==> src/rtl/rl_ram_1rw_arbiter_if.sv <==
// Requester-side bus of the 1RW RAM arbiter: per-port packed request fields plus grant/read-return.
// Handshake: req is the valid, gnt is the ready; an access transfers in the cycle where req[i] & gnt[i].
interface rl_ram_1rw_arbiter_if #(
    parameter int ABITS  = 10,
    parameter int DBITS  = 32,
    parameter int NPORTS = 2
);
    localparam int BBITS = (DBITS + 7) / 8;

    logic [NPORTS-1:0]       req;
    logic [NPORTS-1:0]       lock;
    logic [NPORTS-1:0]       we;
    logic [NPORTS*BBITS-1:0] be;
    logic [NPORTS*ABITS-1:0] addr;
    logic [NPORTS*DBITS-1:0] din;
    logic [NPORTS-1:0]       gnt;
    logic [NPORTS-1:0]       rvalid;
    logic [DBITS-1:0]        rdata;

    modport master (
        output req, lock, we, be, addr, din,
        input  gnt, rvalid, rdata
    );

    modport slave (
        input  req, lock, we, be, addr, din,
        output gnt, rvalid, rdata
    );
endinterface

==> src/rtl/rl_ram_1rw_arbiter.sv <==
// Shares one single-port RAM among NPORTS requesters with same-cycle grant, lock and tagged read return.
// Define RL_RAM_ARB_RR_EN for round-robin arbitration; otherwise fixed priority (lowest index wins).
module rl_ram_1rw_arbiter #(
    parameter int ABITS  = 10,
    parameter int DBITS  = 32,
    parameter int NPORTS = 2,
    localparam int BBITS = (DBITS + 7) / 8
) (
    input  logic                clk,
    input  logic                rstn,
    rl_ram_1rw_arbiter_if.slave bus,
    output logic [ABITS-1:0]    ram_addr,
    output logic                ram_we,
    output logic [BBITS-1:0]    ram_be,
    output logic [DBITS-1:0]    ram_din,
    input  logic [DBITS-1:0]    ram_dout
);
    localparam int IW = $clog2(NPORTS);

    logic [NPORTS-1:0] r_rvalid;
    logic              r_own_vld;
    logic [IW-1:0]     r_last_idx;

    logic [NPORTS-1:0] w_gnt;
    logic [IW-1:0]     w_gidx;
    logic              w_any;
    logic [IW-1:0]     w_sel;
    logic [ABITS-1:0]  w_addr_a [NPORTS];
    logic [DBITS-1:0]  w_din_a  [NPORTS];
    logic [BBITS-1:0]  w_be_a   [NPORTS];

`ifdef RL_RAM_ARB_RR_EN
    localparam logic [IW:0] NP_W = (IW+1)'(NPORTS);
    logic [IW-1:0] r_rr_ptr;
    logic [IW:0]   w_rr_sum;
`endif

    always_comb begin
        for (int k = 0; k < NPORTS; k++) begin
            w_addr_a[k] = bus.addr[k*ABITS +: ABITS];
            w_din_a[k]  = bus.din[k*DBITS +: DBITS];
            w_be_a[k]   = bus.be[k*BBITS +: BBITS];
        end
    end

    // The lock owner is always the last granted port, so r_last_idx doubles as the owner index.
    always_comb begin
        w_gnt  = '0;
        w_gidx = '0;
        w_any  = 1'b0;
`ifdef RL_RAM_ARB_RR_EN
        w_rr_sum = '0;
`endif
        if (rstn) begin
            if (r_own_vld && bus.req[r_last_idx]) begin
                w_any  = 1'b1;
                w_gidx = r_last_idx;
            end else begin
`ifdef RL_RAM_ARB_RR_EN
                for (int k = 0; k < NPORTS; k++) begin
                    w_rr_sum = {1'b0, r_rr_ptr} + (IW+1)'(k);
                    if (w_rr_sum >= NP_W) w_rr_sum = w_rr_sum - NP_W;
                    if (!w_any && bus.req[w_rr_sum[IW-1:0]]) begin
                        w_any  = 1'b1;
                        w_gidx = w_rr_sum[IW-1:0];
                    end
                end
`else
                for (int k = NPORTS - 1; k >= 0; k--) begin
                    if (bus.req[k]) begin
                        w_any  = 1'b1;
                        w_gidx = IW'(k);
                    end
                end
`endif
            end
            if (w_any) w_gnt[w_gidx] = 1'b1;
        end
    end

    // With no grant the address/data lines keep following the last granted port.
    assign w_sel    = w_any ? w_gidx : r_last_idx;
    assign ram_addr = w_addr_a[w_sel];
    assign ram_din  = w_din_a[w_sel];
    assign ram_we   = w_any & bus.we[w_gidx];
    assign ram_be   = w_any ? w_be_a[w_gidx] : '0;

    assign bus.gnt    = w_gnt;
    assign bus.rvalid = r_rvalid;
    assign bus.rdata  = ram_dout;

    always_ff @(posedge clk) begin
        if (!rstn) begin
            r_rvalid   <= '0;
            r_own_vld  <= 1'b0;
            r_last_idx <= '0;
        end else begin
            r_rvalid  <= w_gnt & ~bus.we;
            r_own_vld <= w_any & bus.lock[w_gidx];
            if (w_any) r_last_idx <= w_gidx;
        end
    end

`ifdef RL_RAM_ARB_RR_EN
    always_ff @(posedge clk) begin
        if (!rstn) begin
            r_rr_ptr <= '0;
        end else if (w_any && !bus.lock[w_gidx]) begin
            r_rr_ptr <= (w_gidx == IW'(NPORTS - 1)) ? '0 : w_gidx + 1'b1;
        end
    end
`endif
endmodule

==> src/flat_wrapper.sv <==
// flat-port wrapper written by rule: the top's interface ports become plain ports
module rl_ram_1rw_arbiter_flat 
#(
    parameter int ABITS  = 10,
    parameter int DBITS  = 32,
    parameter int NPORTS = 2,
    localparam int BBITS = (DBITS + 7) / 8
)
  (clk, rstn, ram_addr, ram_we, ram_be, ram_din, ram_dout, bus_req, bus_lock, bus_we, bus_be, bus_addr, bus_din, bus_gnt, bus_rvalid, bus_rdata);
  rl_ram_1rw_arbiter_if #(.ABITS(ABITS), .DBITS(DBITS), .NPORTS(NPORTS)) bus_i ();
  input  logic clk;
  input  logic rstn;
  output logic [ABITS-1:0] ram_addr;
  output logic ram_we;
  output logic [BBITS-1:0] ram_be;
  output logic [DBITS-1:0] ram_din;
  input  logic [DBITS-1:0] ram_dout;
  input wire logic [$bits(bus_i.req)-1:0] bus_req;
  input wire logic [$bits(bus_i.lock)-1:0] bus_lock;
  input wire logic [$bits(bus_i.we)-1:0] bus_we;
  input wire logic [$bits(bus_i.be)-1:0] bus_be;
  input wire logic [$bits(bus_i.addr)-1:0] bus_addr;
  input wire logic [$bits(bus_i.din)-1:0] bus_din;
  output wire logic [$bits(bus_i.gnt)-1:0] bus_gnt;
  output wire logic [$bits(bus_i.rvalid)-1:0] bus_rvalid;
  output wire logic [$bits(bus_i.rdata)-1:0] bus_rdata;
  assign bus_i.req = bus_req;
  assign bus_i.lock = bus_lock;
  assign bus_i.we = bus_we;
  assign bus_i.be = bus_be;
  assign bus_i.addr = bus_addr;
  assign bus_i.din = bus_din;
  assign bus_gnt = bus_i.gnt;
  assign bus_rvalid = bus_i.rvalid;
  assign bus_rdata = bus_i.rdata;
  rl_ram_1rw_arbiter #(.ABITS(ABITS), .DBITS(DBITS), .NPORTS(NPORTS)) u_core (.clk(clk), .rstn(rstn), .bus(bus_i), .ram_addr(ram_addr), .ram_we(ram_we), .ram_be(ram_be), .ram_din(ram_din), .ram_dout(ram_dout));
endmodule
==> config.mk <==
export PLATFORM = sky130hd
export DESIGN_NAME = rl_ram_1rw_arbiter_flat
export DESIGN_NICKNAME = d
export VERILOG_FILES = /design/src/rtl/rl_ram_1rw_arbiter_if.sv /design/src/rtl/rl_ram_1rw_arbiter.sv /design/src/flat_wrapper.sv
export SDC_FILE = /design/constraint.sdc
export NUM_CORES = 1
export LEC_CHECK = 0
export CAP_MARGIN = 20
export CORE_MARGIN = 2
export CORE_UTILIZATION = 19
export CTS_CLUSTER_SIZE = 12
export DETAILED_ROUTE_END_ITERATION = 6
export HOLD_SLACK_MARGIN = 0.08
export PLACE_DENSITY = 0.73
export SYNTH_ARGS = -nofsm -noshare
export SYNTH_HDL_FRONTEND = slang
export SYNTH_SLANG_ARGS = --single-unit
==> constraint.sdc <==
create_clock -name clk -period 1.38 [get_ports clk]
set_input_delay 0.207 -clock clk [delete_from_list [all_inputs] [get_ports clk]]
set_output_delay 0.207 -clock clk [all_outputs]
set_load 0.02 [all_outputs]
== Yosys cells after proc, flatten, opt, wreduce, memory -nomap -nowiden ==
Index checks and enable logic that the tools add are counted.

* Flip-flop bits (word level): 4
* Bits in latches: 0
* Bits in writable memories: 0
* Memory bits (read-only): 0
* Output and inout bits: 83
* Logic and storage cells: 47
* Memories: 0

* $add $sub $neg: 0
* Multiply operators: 0
* Div/mod/pow operators: 0
* Order comparisons: 6
* Equal/unequal tests: 0
* Shifts and indexed selects: 0
* Mux-type cells: 30
* Bitwise logic cells: 6
* Reduce and logical (&&, ||, !) cells: 2

{| class="wikitable"
|+ Operator list
! operator !! count
|-
| $mux 32 || 3
|-
| $mux 10 || 3
|-
| $mux 1 || 17
|-
| $mux 4 || 4
|-
| $lt 1x2->1 const B || 3
|-
| $ge 2x2->1 const B || 2
|-
| $mux 2 || 2
|-
| $not 1->2 || 2
|-
| $and 1x1->1 || 2
|-
| $and 2x2->2 || 1
|-
| $logic_and 1x1->1 || 2
|-
| $not 2->2 || 1
|-
| $demux 1 s1 || 1
|-
| $ge 1x1->1 const B || 1
|}

== Depth between registers and ports, before layout ==
Gate-level depths: netlist (run 1).

* Word-level depth: 12
* Gate-level depth with buffers: 5

== Worst setup path before layout (run 1) ==
OpenSTA, ideal clock, no wires.

* Path kind: register -> output
* From: reg (tool-made name)
* To: out ram_addr[0]
* Arrival: 1.267 ns
* Data required time: 1.173 ns
* Setup slack: -0.094 ns
* Cell stages (with the launch flop): 5
* Path buffers: 1
* Path through: dfxtp_1 inv_1 o22ai_4 buf_6 mux2_4

{| class="wikitable"
|+ RTL lines
! element !! RTL line !! text
|-
| end: declaration || flat_wrapper.sv:13 || <nowiki>output logic [ABITS-1:0] ram_addr;</nowiki>
|}

== Worst setup path in the final report (run 1) ==
* From: reg u_core.r_own_vld
* To: out ram_din[8]

* Word-level cells in the longest chain between the ends: 9
* Elaborated cells on any way between the ends: 12
* Classes of those cells: mux (10); bitwise (1); reduce/logical (1)

{| class="wikitable"
|+ RTL lines
! element !! RTL line !! text
|-
| start: declaration || rl_ram_1rw_arbiter.sv:21 || <nowiki>logic r_own_vld;</nowiki>
|-
| start signal: assignment || rl_ram_1rw_arbiter.sv:99 || <nowiki>r_own_vld <= w_any & bus.lock[w_gidx];</nowiki>
|-
| $logic_and 1x1->1 (*) || rl_ram_1rw_arbiter.sv:55 || <nowiki>if (r_own_vld && bus.req[r_last_idx]) begin</nowiki>
|-
| $mux 1 || rl_ram_1rw_arbiter.sv:55 ||
|-
| $mux 1 (2 in a row) || rl_ram_1rw_arbiter.sv:54 || <nowiki>if (rstn) begin</nowiki>
|-
| $mux 1 (*) || rl_ram_1rw_arbiter.sv:82 || <nowiki>assign w_sel = w_any ? w_gidx : r_last_idx;</nowiki>
|-
| $not 1->2 (not written as such) (*) || rl_ram_1rw_arbiter.sv:84 || <nowiki>assign ram_din = w_din_a[w_sel];</nowiki>
|-
| $mux 32 (not written as such) (*) (3 in a row) || rl_ram_1rw_arbiter.sv:84 ||
|-
| end: declaration || flat_wrapper.sv:16 || <nowiki>output logic [DBITS-1:0] ram_din;</nowiki>
|}

Every way passes the cells marked *; elsewhere a longest branch is shown, timed or not. The select of a mux whose other input is x is not followed.

==> impl_summary.txt, run 1 <==
----------------------------------------------------
[Power]
  Worst-case vdd ir drop ... 0.000311 V
  Int Power ... 1.04 mW
  Overall Power ... 1.55 mW
  Power per unit of standard cell area ... 544 nW/µm²
  Comb power frac ... 0.765
  Net switching power of the design ... 513 µW
  Switching part of the total ... 0.330
  Clk network pwr share ... 0.153
  Sequential group share of total power ... 0.081
  LEAKAGE ... 1.28 nW

[STA]
  Final Hold Viols ... 0
  Final worst hold slack ... 414 ps
  Setup violation total in the final timing report ... 49
  Unrepaired setup endpoints after global routing ... yes
  Least setup slack across all paths after layout ... -450 ps
  Minimum clock period after layout ... 1830 ps
  Fin Clk Skew ... 0.360 ps
  Final max-slew violation count ... 0
  Sum Neg Setup Slack ... -18860 ps
  Fmax ... 0.547 GHz
  Worst Max-Slew Pin Slew ... 252 ps
  Tightest slew margin relative to the limit ... 0.832
  Final critical-path share of the clock period ... 1.33

[Run status]
  Violations in the final reports ... setup timing
  Status ... finished with violations

[Critical path]
  Nature of the critical path startpoint ... register
  Data required time of the critical path ... 1170 ps
  Kind of end point of the critical path ... primary output
  Peak per-stage delay on the critical path ... 340 ps
  CP Data Arrival Time ... 1620 ps
  Largest fanout on the critical path ... 5
  Most repeated library cell on the critical path ... buf_6
  Worst path cell trace ... a21boi_4, o22ai_4, buf_6, clkbuf_16, mux2_4, buf_6
  Kind of critical path ... reg -> out
  Highest-delay cell along the critical path ... dfxtp_2

[Synthesis]
  Post-synthesis register bit count ... 4
  Distinct cell type count after synthesis ... 18
  Avg Inst Size Synth ... 9.86 µm²
  Synthesized netlist net count ... 258
  Number of warnings reported in the yosys synthesis log ... 0
  Mapped cell area ... 1240 µm²
  Register area share after synthesis ... 0.0645
  Count of mapped cells out of synthesis ... 126

[Drt]
  Vias post-DR ... 1455
  Number of DRC markers in iteration 0 ... 23
  Total routed wirelength ... 5650 µm
  Post-detailed-route DRC marker count ... 0
  Average wire per cell in the routed design ... 16.6 µm
  Length of the first detailed-routing pass in iterations ... 4
  Antenna-violating nets left ... 0
  DR vias/cell ... 4.27

[Finish]
  Leading cell types in the layout, fill and taps excluded ... 98 x clkdlybuf4s50_1, 41 x buf_6, 40 x mux2_4
  Final core utilization ... 0.450
  Share of cells above drive strength 1 ... 0.523
  Inserted Diodes ... 0
  Final cell area excluding filler cells ... 2860 µm²
  Final non-filler cell total ... 341
  Commonest non-fill, non-tap cell in the layout ... clkdlybuf4s50_1
  Nets@finish ... 398
  Filler Cells Inserted ... 639
  P&R area growth vs syn ... 130%

[Placed design]
  Placer Congestion ... 0.825
  Count of buffers from port buffering ... 150
  Placed cell areas ... 2650 µm²
  Final HPWL DP ... 4350 µm
  Setup WS pre-CTS ... -1090 ps
  Post-placement cell count ... 325

[Floorplan]
  Die Span X ... 84.9 µm
  Die Outline Area ... 7200 µm²
  I/O pin count ... 215
  Floorplan die height ... 84.9 µm
  Initial cell density of the core ... 0.196
  Number of placement rows ... 29
  Area inside the core boundary ... 6350 µm²

[Global route]
  Largest net degree at the start of global routing ... 13
  Overflow left after global routing ... 0
  Global-route wire length before repair ... 7800 µm
  Via count of the first global-routing pass ... 1472
  Antenna violations before repair ... 0
  All-layer global routing usage ... 0.138

[Clocking]
  Buffer cell driving the clock tree root ... clkbuf_8
  TritonCTS Sinks ... 4
  Number of buffers on the longest clock path ... 2
  Clk Latency, worst-skew pair ... 210 ps
  TritonCTS clock tree ... done
  Deepest level of the CTS H-tree ... 1
  TritonCTS buffer count ... 3
  Number of buffers inserted for hold repair after clock tree synthesis ... 0
  Clk pin slew, worst setup/hold paths ... 30 ps

[Flow run]
  Count of maximum capacitance violations ... 0

[Hold path]
  Path class of the lowest-slack min-delay path ... in -> out

----------------------------------------------------
## logic make-up after synthesis
kind of cell,share of synthesized area
muxes,0.502
buffers and inverters,0.257
DFF,0.0645
and+or+nand+nor,0.0977
AOI/OAI and AO/OA,0.0796
## synthesized netlist by cell type, drive strengths merged
library cell  number  area share
buf               40        0.25
nor2               2      0.0060
and2               7       0.035
mux2              42        0.50
a21boi             3       0.021
nand2             14       0.042
o22ai              8       0.051
dfxtp              4       0.064
and3               1      0.0060
inv                2      0.0060
a21oi              1      0.0071
nor3               2      0.0081
## power groups by stage
stage / Clock, mW / Combinational (mW) / Sequential (mW)
after floorplan: 0 / 0.658 / 0.131
after detailed placement: 0 / 1.13 / 0.128
after global placement: 0 / 1.13 / 0.128
after global routing: 0.258 / 1.24 / 0.127
after CTS: 0.243 / 1.15 / 0.127
final: 0.238 / 1.19 / 0.126
## layer usage
layer	wire, µm	GRT usage	vias to the layer above
met5	0	0	-
met4	81	0.0361	0
met3	552	0.0360	12
met2	2980	0.263	90
met1	2040	0.150	675
li1	-	-	678
## critical path: cells and delay by family, from the launching register on
family | cells | cell delay [ps]
buffers and inverters | 3 | 450
AO/OA/AOI/OAI | 2 | 310
multiplexers | 1 | 300
flip-flops | 1 | 340
## path summary, 6_finish.rpt
kind                                from                          end  slack, ps  cells after the start
max          u_core.r_own_vld$_SDFF_PN0_                   ram_din[8]       -450                      6
min                         ram_dout[11]                bus_rdata[11]        410                      0
max reg2reg                     register  u_core.r_own_vld$_SDFF_PN0_         30                      7
min reg2reg  u_core.r_own_vld$_SDFF_PN0_                     register        840                      4
## cell type report
class	instances	area, µm²	share of cell area
tap	77	96.3	0.0337
multi-input combinational	80	911	0.319
timing repair buffer	175	1710	0.600
sequential	4	85.1	0.0298
inverter	2	7.51	0.00263
clock buffer	3	41.3	0.0145
## timing repair
item / in CTS / in global routing
buffers inserted: 13 / 3
resized for setup: 261 / 37
cloned: 1 / 1
pin swaps: 8 / 11
setup endpoints to repair: 50 / 50
Power figures use the tool's default switching activity.
==> run 2: changes to the inputs <==
--- a/config.mk
+++ b/config.mk
@@ -8,6 +8,7 @@
 export CAP_MARGIN = 20
 export CORE_MARGIN = 2
 export CORE_UTILIZATION = 19
+export CTS_CLUSTER_DIAMETER = 30
 export CTS_CLUSTER_SIZE = 12
 export DETAILED_ROUTE_END_ITERATION = 6
 export HOLD_SLACK_MARGIN = 0.08
==> results of run 2 <==
Final layout, timing and power as in run 1 (identical DEF).
==> run 3: changes to the inputs <==
--- a/config.mk
+++ b/config.mk
@@ -5,14 +5,16 @@
 export SDC_FILE = /design/constraint.sdc
 export NUM_CORES = 1
 export LEC_CHECK = 0
+export ABC_CLOCK_PERIOD_IN_PS = 1380
 export CAP_MARGIN = 20
-export CORE_MARGIN = 2
-export CORE_UTILIZATION = 19
+export CORE_AREA = 2 2 82 84
 export CTS_CLUSTER_DIAMETER = 30
 export CTS_CLUSTER_SIZE = 12
 export DETAILED_ROUTE_END_ITERATION = 6
+export DIE_AREA = 0 0 84 86
+export DONT_BUFFER_PORTS = 1
 export HOLD_SLACK_MARGIN = 0.08
-export PLACE_DENSITY = 0.73
+export PLACE_DENSITY = 0.3
 export SYNTH_ARGS = -nofsm -noshare
 export SYNTH_HDL_FRONTEND = slang
 export SYNTH_SLANG_ARGS = --single-unit
==> run 3 against run 2 <==
Compared with the run above: the run still ends with setup timing left; fmax increased by 4.6%; sequential power about the same; highest routed layer unchanged; critical path type unchanged; first-iteration DRC count decreased by 52%; hold slack got worse by 300 ps; utilization decreased by 22 points; largest cell class is now multi-input combinational cells; via count decreased by 39%; critical path depth unchanged; total power decreased by 29%; combinational power decreased by 39%.
==> impl_summary.txt, run 3 (same netlist as run 1, synthesis figures left out) <==
----------------------------------------------------
[Hold path]
  Hold wc startpoint ... rstn
  Path class of the lowest-slack min-delay path ... in -> reg
  Hold Path Stages ... 1 (+1)

[Critical path]
  Highest-delay cell along the critical path ... mux2_4
  Most repeated library cell on the critical path ... buf_12
  Kind of critical path ... reg -> out
  Largest fanout on the critical path ... 6 (+1)
  Worst path cell trace ... a21oi_2, o22ai_4, buf_12, buf_12, buf_16, mux2_4
  Worst reg2reg path depth ... 6 (-1)
  Nature of the critical path startpoint ... register
  Source of the worst register-to-register timing path ... u_core.r_own_vld$_SDFF_PN0_
  CP Data Arrival Time ... 1540 ps (-80 ps)
  Peak per-stage delay on the critical path ... 340 ps (about the same)
  Kind of end point of the critical path ... primary output
  R2R setup slack ... 80 ps (+50 ps)
  Data required time of the critical path ... 1170 ps (about the same)
  Capture point of the worst reg-to-reg path ... u_core.r_own_vld$_SDFF_PN0_

[Drt]
  Total routed wirelength ... 4100 µm (-27%)
  Number of DRC markers in iteration 0 ... 11 (-52%)
  Average wire per cell in the routed design ... 22.1 µm (+34%)
  Vias post-DR ... 891 (-39%)
  Antenna-violating nets left ... 0 (unchanged)
  Length of the first detailed-routing pass in iterations ... 2 (-2)
  Post-detailed-route DRC marker count ... 0 (unchanged)
  DR vias/cell ... 4.82 (+13%)

[Power]
  Switching part of the total ... 0.381 (+0.0504)
  LEAKAGE ... 0.631 nW (-51%)
  Power per unit of standard cell area ... 758 nW/µm² (+39%)
  Net switching power of the design ... 419 µW (-18%)
  Overall Power ... 1.10 mW (-29%)
  Comb power frac ... 0.659 (-0.106)
  Sequential group share of total power ... 0.118 (+0.037)
  Int Power ... 681 µW (-35%)
  Clk network pwr share ... 0.224 (+0.071)
  Worst-case vdd ir drop ... 0.000396 V (+27%)

[Floorplan]
  Floorplan die height ... 86 µm (+1.3%)
  Initial cell density of the core ... 0.198 (+0.00226)
  I/O pin count ... 215 (unchanged)
  Area inside the core boundary ... 6280 µm² (-1.1%)
  Die Outline Area ... 7220 µm² (+0.30%)
  Die Span X ... 84 µm (-1.0%)
  Number of placement rows ... 29 (unchanged)

[Global route]
  All-layer global routing usage ... 0.100 (-0.0378)
  Antenna violations before repair ... 0 (unchanged)
  Overflow left after global routing ... 0 (unchanged)
  Global-route wire length before repair ... 5600 µm (-28%)
  Via count of the first global-routing pass ... 987 (-33%)
  Largest net degree at the start of global routing ... 13 (unchanged)

[Clocking]
  TritonCTS clock tree ... done
  Clk pin slew, worst setup/hold paths ... 30 ps (about the same)
  Deepest level of the CTS H-tree ... 1 (unchanged)
  TritonCTS Sinks ... 4 (unchanged)
  TritonCTS buffer count ... 3 (unchanged)
  Buffer cell driving the clock tree root ... clkbuf_8
  Clk Latency, worst-skew pair ... 220 ps (about the same)
  Number of buffers on the longest clock path ... 2 (unchanged)

[Finish]
  Commonest non-fill, non-tap cell in the layout ... mux2_4
  Leading cell types in the layout, fill and taps excluded ... 42 x mux2_4, 14 x nand2_1, 5 x and2_4, 5 x buf_16, 5 x buf_4
  Final core utilization ... 0.231 (-0.219)
  P&R area growth vs syn ... 16.7%
  Final cell area excluding filler cells ... 1450 µm² (-49%)
  Inserted Diodes ... 0 (unchanged)
  Final non-filler cell total ... 185 (-46%)
  Nets@finish ... 242 (-39%)
  Share of cells above drive strength 1 ... 0.750 (+0.227)

[STA]
  Worst Max-Slew Pin Slew ... 269 ps (+16.8 ps)
  Least setup slack across all paths after layout ... -370 ps (+80.0 ps)
  Final Hold Viols ... 0 (unchanged)
  Fmax ... 0.572 GHz (+4.6%)
  Sum Neg Setup Slack ... -15130 ps (+3740 ps)
  Setup violation total in the final timing report ... 48 (-2.0%)
  Minimum clock period after layout ... 1750 ps (-80.0 ps)
  Tightest slew margin relative to the limit ... 0.820 (-0.0116)
  Fin Clk Skew ... 1.15 ps (+0.794 ps)
  Final worst hold slack ... 117 ps (-297 ps)
  Final max-slew violation count ... 0 (unchanged)
  Unrepaired setup endpoints after global routing ... yes
  Final critical-path share of the clock period ... 1.27 (-0.0580)

[Placed design]
  Count of buffers from port buffering ... 0 (-100%)
  Final HPWL DP ... 3010 µm (-31%)
  Setup WS pre-CTS ... -169 ps (+921 ps)
  Placer Congestion ... 0.743 (-9.9%)
  Post-placement cell count ... 166 (-49%)
  Placed cell areas ... 1070 µm² (-60%)

[Flow run]
  Count of maximum capacitance violations ... 0 (unchanged)

[Run status]
  Violations in the final reports ... setup timing
  Status ... finished with violations

----------------------------------------------------
run 3: changes by cell type in the layout (fill, tap and decap cells not counted), sizes merged:
cell | previous run | this run
dlygate4sd3 | 0 | 2
clkdlybuf4s15 | 2 | 0
clkbuf | 5 | 3
buf | 73 | 17
clkdlybuf4s50 | 98 | 0
run 3: repair_timing:
item,4_1_cts,5_1_grt
endpoints found under the setup margin,49,48
pin swaps,13,6
setup buffers,9,1
gates resized for setup,25,8
cloned,5,0
endpoints found under the hold margin,2,0
hold buffers,2,0
run 3: layer usage:
| metal | vias to the layer above | global-route usage | wire length (µm) |
|---|---|---|---|
| li1 | 367 | - | - |
| met1 | 413 | 0.101 | 1360 |
| met2 | 93 | 0.196 | 2230 |
| met3 | 18 | 0.0269 | 414 |
| met4 | 0 | 0.0381 | 91 |
| met5 | - | 0 | 0 |
run 3: cell type report:
cell class	instances	area [µm²]
clock buffers	3	41.3
fillers	656	4830
inverters	2	7.51
multi-input cells	80	918
flip-flops and latches	4	82.6
well taps	77	96.3
repair buffers	19	304
run 3: how the worst max path moves through the flow:
stage	from	endpoint	slack, ps	depth (start not counted)
CTS	register	ram_din[20]	-380	6
floorplan	u_core.r_own_vld$_SDFF_PN0_	ram_addr[0]	-40	4
global placement	u_core.r_own_vld$_SDFF_PN0_	ram_addr[3]	-130	4
finish	register	ram_din[20]	-370	6
global route	u_core.r_own_vld$_SDFF_PN0_	ram_din[9]	-420	6
detailed placement	register	ram_addr[3]	-170	4
run 3: critical path: cells and delay by family, from the launching register on:
| family | cells | cell delay [ps] |
|---|---|---|
| AOI/OAI and AO/OA | 2 | 260 |
| muxes | 1 | 340 |
| DFF | 1 | 330 |
| buffers and inverters | 3 | 390 |
run 3: power groups by stage:
stage | sequential (mW) | clock [mW] | combinational (mW)
final | 0.129 | 0.246 | 0.724
after global routing | 0.130 | 0.259 | 0.753
after CTS | 0.129 | 0.253 | 0.718
after detailed placement | 0.130 | 0 | 0.551
after global placement | 0.130 | 0 | 0.549
after floorplan | 0.131 | 0 | 0.658
